**config.mk**
```make
export PLATFORM = sky130hd
export DESIGN_NAME = instruction_fetch_unit
export DESIGN_NICKNAME = d
export VERILOG_FILES = /design/src/rtl/instruction_fetch_unit.sv
export SDC_FILE = /design/constraint.sdc
export NUM_CORES = 1
export LEC_CHECK = 0
export BUFFER_PORTS_ARGS = -buffer_cell sky130_fd_sc_hd__buf_2
export CAP_MARGIN = 20
export CORE_MARGIN = 8
export CORE_UTILIZATION = 40
export CTS_CLUSTER_DIAMETER = 30
export DETAILED_ROUTE_END_ITERATION = 12
export GPL_TIMING_DRIVEN = 0
export PLACE_DENSITY = 0.63
export SYNTH_ARGS = -nofsm -noshare
export SYNTH_HDL_FRONTEND = slang
export SYNTH_SLANG_ARGS = --single-unit
```
**constraint.sdc**
```tcl
create_clock -name clk -period 4.11 [get_ports clk]
set_input_delay 0.822 -clock clk [delete_from_list [all_inputs] [get_ports clk]]
set_output_delay 0.822 -clock clk [all_outputs]
set_load 0.01 [all_outputs]
```
**src/rtl/instruction_fetch_unit.sv**
```systemverilog
// Purpose: sequential instruction fetch with a credit-gated memory request channel and an in-order response FIFO.
// Latency: a response accepted at edge N is presented on inst_* in the cycle after N (no bypass); redirect takes effect next cycle.
// Backpressure: requests stall while outstanding + buffered reaches DEPTH; the head holds while inst_ready is low.
module instruction_fetch_unit #(
    parameter logic [31:0] RESET_PC = 32'h0040_0000,
    parameter int          DEPTH    = 4
) (
    input  logic        clk,
    input  logic        reset,
    output logic        imem_req_valid,
    input  logic        imem_req_ready,
    output logic [31:0] imem_req_addr,
    input  logic        imem_rsp_valid,
    input  logic [31:0] imem_rsp_data,
    output logic        inst_valid,
    input  logic        inst_ready,
    output logic [31:0] inst_data,
    output logic [31:0] inst_pc,
    output logic [5:0]  OP,
    input  logic        redirect_valid,
    input  logic [31:0] redirect_pc
);

    localparam int AW = $clog2(DEPTH);
    localparam int CW = AW + 1;
    localparam logic [CW:0] L_DEPTH = (CW+1)'(DEPTH);

    logic [31:0]   r_fetch_pc;
    logic [31:0]   r_rsp_pc;
    logic [CW-1:0] r_outstanding;
    logic [CW-1:0] r_discard;
    logic [CW-1:0] r_count;
    logic [AW-1:0] r_wptr;
    logic [AW-1:0] r_rptr;
    logic          r_active;
    logic [31:0]   r_fifo_data [DEPTH];
    logic [31:0]   r_fifo_pc   [DEPTH];

    logic [CW:0]   w_credit_sum;
    logic          w_req_fire;
    logic          w_push;
    logic          w_pop;
    logic [CW-1:0] w_out_next;
    logic [31:0]   w_redirect_tgt;

    // Credit covers both buffered entries and requests still in flight, so a push can never find the FIFO full.
    assign w_credit_sum   = {1'b0, r_outstanding} + {1'b0, r_count};
    assign imem_req_valid = r_active && (w_credit_sum < L_DEPTH);
    assign imem_req_addr  = r_fetch_pc;
    assign w_req_fire     = imem_req_valid && imem_req_ready;

    // Responses are kept only when no stale requests remain and no redirect is flushing this cycle.
    assign w_push         = imem_rsp_valid && !redirect_valid && (r_discard == '0);
    assign w_pop          = inst_valid && inst_ready;
    assign w_out_next     = r_outstanding + CW'(w_req_fire) - CW'(imem_rsp_valid);
    assign w_redirect_tgt = redirect_pc & ~32'h3;

    // Empty FIFO presents an all-zero word, which decodes as a NOP.
    assign inst_valid = (r_count != '0);
    assign inst_data  = inst_valid ? r_fifo_data[r_rptr] : '0;
    assign inst_pc    = inst_valid ? r_fifo_pc[r_rptr]   : '0;
    assign OP         = inst_data[31:26];

    // Control state: fetch/response PCs, in-flight and discard counters, FIFO pointers.
    always_ff @(posedge clk) begin
        if (!reset) begin
            r_fetch_pc    <= RESET_PC;
            r_rsp_pc      <= RESET_PC;
            r_outstanding <= '0;
            r_discard     <= '0;
            r_count       <= '0;
            r_wptr        <= '0;
            r_rptr        <= '0;
            r_active      <= 1'b0;
        end else begin
            r_active      <= 1'b1;
            r_outstanding <= w_out_next;
            if (redirect_valid) begin
                // Everything requested so far, including this cycle's accept, is now stale.
                r_fetch_pc <= w_redirect_tgt;
                r_rsp_pc   <= w_redirect_tgt;
                r_discard  <= w_out_next;
                r_count    <= '0;
                r_wptr     <= '0;
                r_rptr     <= '0;
            end else begin
                if (w_req_fire) begin
                    r_fetch_pc <= r_fetch_pc + 32'd4;
                end
                if (imem_rsp_valid) begin
                    if (r_discard != '0) begin
                        r_discard <= r_discard - CW'(1);
                    end else begin
                        r_rsp_pc <= r_rsp_pc + 32'd4;
                    end
                end
                if (w_push) begin
                    r_wptr <= r_wptr + AW'(1);
                end
                if (w_pop) begin
                    r_rptr <= r_rptr + AW'(1);
                end
                r_count <= r_count + CW'(w_push) - CW'(w_pop);
            end
        end
    end

    // FIFO storage; contents are qualified by r_count so no reset is needed.
    always_ff @(posedge clk) begin
        if (w_push) begin
            r_fifo_data[r_wptr] <= imem_rsp_data;
            r_fifo_pc[r_wptr]   <= r_rsp_pc;
        end
    end

endmodule
```
==> impl_metrics.py <==
metrics = {
    "outcome": {
        "outcome": "completed",
    },
    "synth": {
        "synth_cells": 921,
        "synthFlopType": "edfxtp_1",
        "synth_simple_gate_area_frac": 0.129,
        "synth_top_area_frac": 0.543,
        "ys_warn_count": 0,
        "synth_area_per_cell_um2": 14.9,
        "synthMuxAreaShare": 0.105,
        "ys_ff_latch": 324,
        "synth-compound-area-share": 0.0571,
        "synthArstFlopShare": 0,
        "yosysUniqueCellTypes": 64,
        "syn_area_um2": 13700,
        "synth_top_family_by_area": "simple AND/OR/NAND/NOR gates",
        "synthXorXnorAreaFrac": 0.0141,
        "synth.area.top_cells": "edfxtp_1, dfxtp_1, mux4_2",
        "synth-edff-count": 248,
        "synthAdderAreaFrac": 0.0157,
        "synth_seq_area_share": 0.654,
        "yosysTopAreaCell": "edfxtp_1",
    },
    "worst_setup_path": {
        "rr_worst_depth": 13,
        "r2r_start": "r_count[2]",
        "cp.arrival_ns": 3.01,
        "reg2reg_slack_ns": 0.55,
        "required_ns": 3.29,
        "regToRegEndpoint": "r_discard[2]",
        "crit_chain": "clkbuf_1 -> buf_1 -> mux4_2 -> and2_1 -> buf_4 -> buf_2",
        "start_kind": "flop",
        "worst_path_max_delay_cell": "buf_1",
        "slowest_delay_ns": 0.70,
        "path_class": "flop to primary output",
        "cp_max_fo": 10,
        "setup.worst_path.end_class": "primary output",
    },
    "timing": {
        "post-route-period-util": 0.932,
        "fin_crit_ns": 3.83,
        "setup_slack_ns": 0.279,
        "setup_tns_ns": 0,
        "clock.fmax_ghz": 0.261,
        "rsz0062_at_grt": "no",
        "slew_viol_final": 0,
        "skew_ns": 0.0211,
        "setup_viol_count_final": 0,
        "relSlewSlack": 0.330,
        "tightest_slew_ns": 0.996,
        "finalHoldViolations": 0,
    },
    "floorplan": {
        "die-area_um2": 40500,
        "die_x_um": 201,
        "start_util": 0.402,
        "io_pins": 174,
        "core_um2": 34100,
        "die_y_um": 201,
        "fp-row-count": 68,
    },
    "power": {
        "vdd_ir_drop_max_mv": 0.281,
        "power_density_nw_per_um2": 566,
        "cellLeakagePower_nw": 6.28,
        "fin_total_pwr_mw": 9.89,
    },
    "routing": {
        "first_pass_iters": 5,
        "initialDrtViolationCount": 507,
        "drcViolationCount": 0,
        "viasPerCell": 5.36,
        "num_vias": 8954,
        "antenna_left": 0,
        "wire_per_inst_um": 20.0,
        "wl_um": 33400,
    },
    "global_routing": {
        "grt_pass1_wl_um": 52700,
        "grt_overflow": 0,
        "grt_max_degree": 50,
        "antenna_found_initial": 1,
        "grt_pass1_vias": 9292,
        "grtUsageTotal": 0.163,
    },
    "finish": {
        "layout-area-overhead-vs-synth_pct": 27.5,
        "drive_gt1_frac": 0.306,
        "antenna_cells": 0,
        "fin_cells": 1671,
        "design_area_um2": 17500,
        "nets": 1249,
    },
    "clock_network": {
        "cts_tree": "built",
        "cts_buffers": 66,
        "clk_root_buffer_cell": "clkbuf_16",
        "clock_latency_ns": 0.54,
        "clkTransAtPathRegs_ns": 0.05,
        "postCtsSetupBuffers": 0,
        "cts.sinks": 324,
        "ctsHoldBuffers": 0,
        "htreeDepth": 3,
        "cts_buffer_depth": 3,
    },
    "worst_hold_path": {
        "hp-class": "primary input to flop",
        "min_to": "r_active",
        "hold_start": "reset",
        "min_path_cells": 1,
    },
    "place": {
        "place_area_um2": 15200,
        "place.gp.congestion": 0.881,
        "portBuffers": 167,
        "placed_cells": 1550,
        "preCtsSetupSlack_ns": 0.440,
        "hpwl_um": 22100,
    },
    "job": {
        "maxCapViolCount": 0,
    },
}
cell type report:
type	instances	area [um^2]
clock buffer	79	1730
inverter	13	48.8
sequential	324	8970
tap	455	569
multi-input combinational	523	4420
buffer	64	299
clock inverter	42	497
timing repair buffer	171	946
fill	2874	16600
kinds of logic (layout without fill, tap and decap cells):
kind of cell	count (synthesis)	in the layout
flip-flops	324	324
AND/OR/NAND/NOR	295	295
adder cells (fa/ha/maj)	16	16
AO/OA/AOI/OAI	120	120
buffers and inverters	77	369
multiplexers	66	66
other	1	4
XOR/XNOR	22	22
cells in the mapped netlist (all sizes together) (19+ instances only):
cell type  number
a211oi         19
a21oi          20
and2           74
buf            21
clkbuf         43
dfxtp          76
edfxtp        248
mux4           62
nand2          30
nand3          21
nand4          21
nor2           33
nor4           20
o21ai          34
routing by layer:
metal | vias to the layer above | GRT usage | wire (um)
met5 | - | 0 | 0
met4 | 0 | 0.0491 | 595
met3 | 58 | 0.0450 | 2360
met2 | 349 | 0.260 | 15600
met1 | 4421 | 0.216 | 14900
li1 | 4126 | - | -
sequential cells by signal, summed over array words and instances (netlist names), 3 cells and up, named ones only:
signal         cells
r_outstanding      3
r_count            3
r_discard          3
imem_req_addr     30
r_rsp_pc          30
r_fifo_data      128
r_fifo_pc        120
worst max-delay path, delay by kind of cell, from the launching register on:
kind          cells  cell delay, ns
buf+inv           4            1.39
simple gates      1            0.18
flops             1            0.30
mux               1            0.60
metrics by stage:
step | hold slack (ns) | util
2_1_floorplan | 0.458 | -
3_3_place_gp | 0.506 | 0.443
3_5_place_dp | 0.517 | 0.447
4_1_cts | 0.469 | 0.512
5_1_grt | 0.474 | 0.512
6_report | 0.493 | 0.512
repair_timing:
item / CTS / global route
hold endpoints to repair: 0 / 0
endpoints found under the setup margin: 0 / 4
gates resized for setup: 0 / 2
power by group:
group / internal [mW] / leakage, nW / total, mW / switching, mW
registers: 3.70 / 2.89 / 3.81 / 0.113
logic: 0.364 / 2.31 / 0.817 / 0.453
clock network: 3.54 / 1.08 / 5.26 / 1.72
layout by cell type, fill, tap and decap left out, drive strengths merged, types with 11 or more instances in the layout:
cell	count
a21oi	20
nand2	30
edfxtp	248
inv	23
xnor2	12
o21ai	34
mux4	62
dfxtp	76
nor3	16
nand3	21
or3	11
nor2	33
a31oi	12
nor4	20
buf	191
clkbuf	123
and4	16
and2	74
a211oi	19
ha	14
nand4	21
clkinv	19
worst max path at each step:
stage | end | from | cells after the start | slack (ns)
after global placement | r_fifo_data[0][5] | redirect_valid | 5 | -0.93
after detailed placement | r_count[2] | redirect_valid | 13 | 0.44
after global routing | inst_data[30] | flop | 6 | 0.04
after floorplan | r_fifo_data[0][0] | imem_rsp_valid | 4 | 0.64
final | inst_data[30] | flop | 6 | 0.28
after CTS | inst_data[29] | flop | 6 | 0.08
Note: power is estimated with default switching activity, not from simulation.
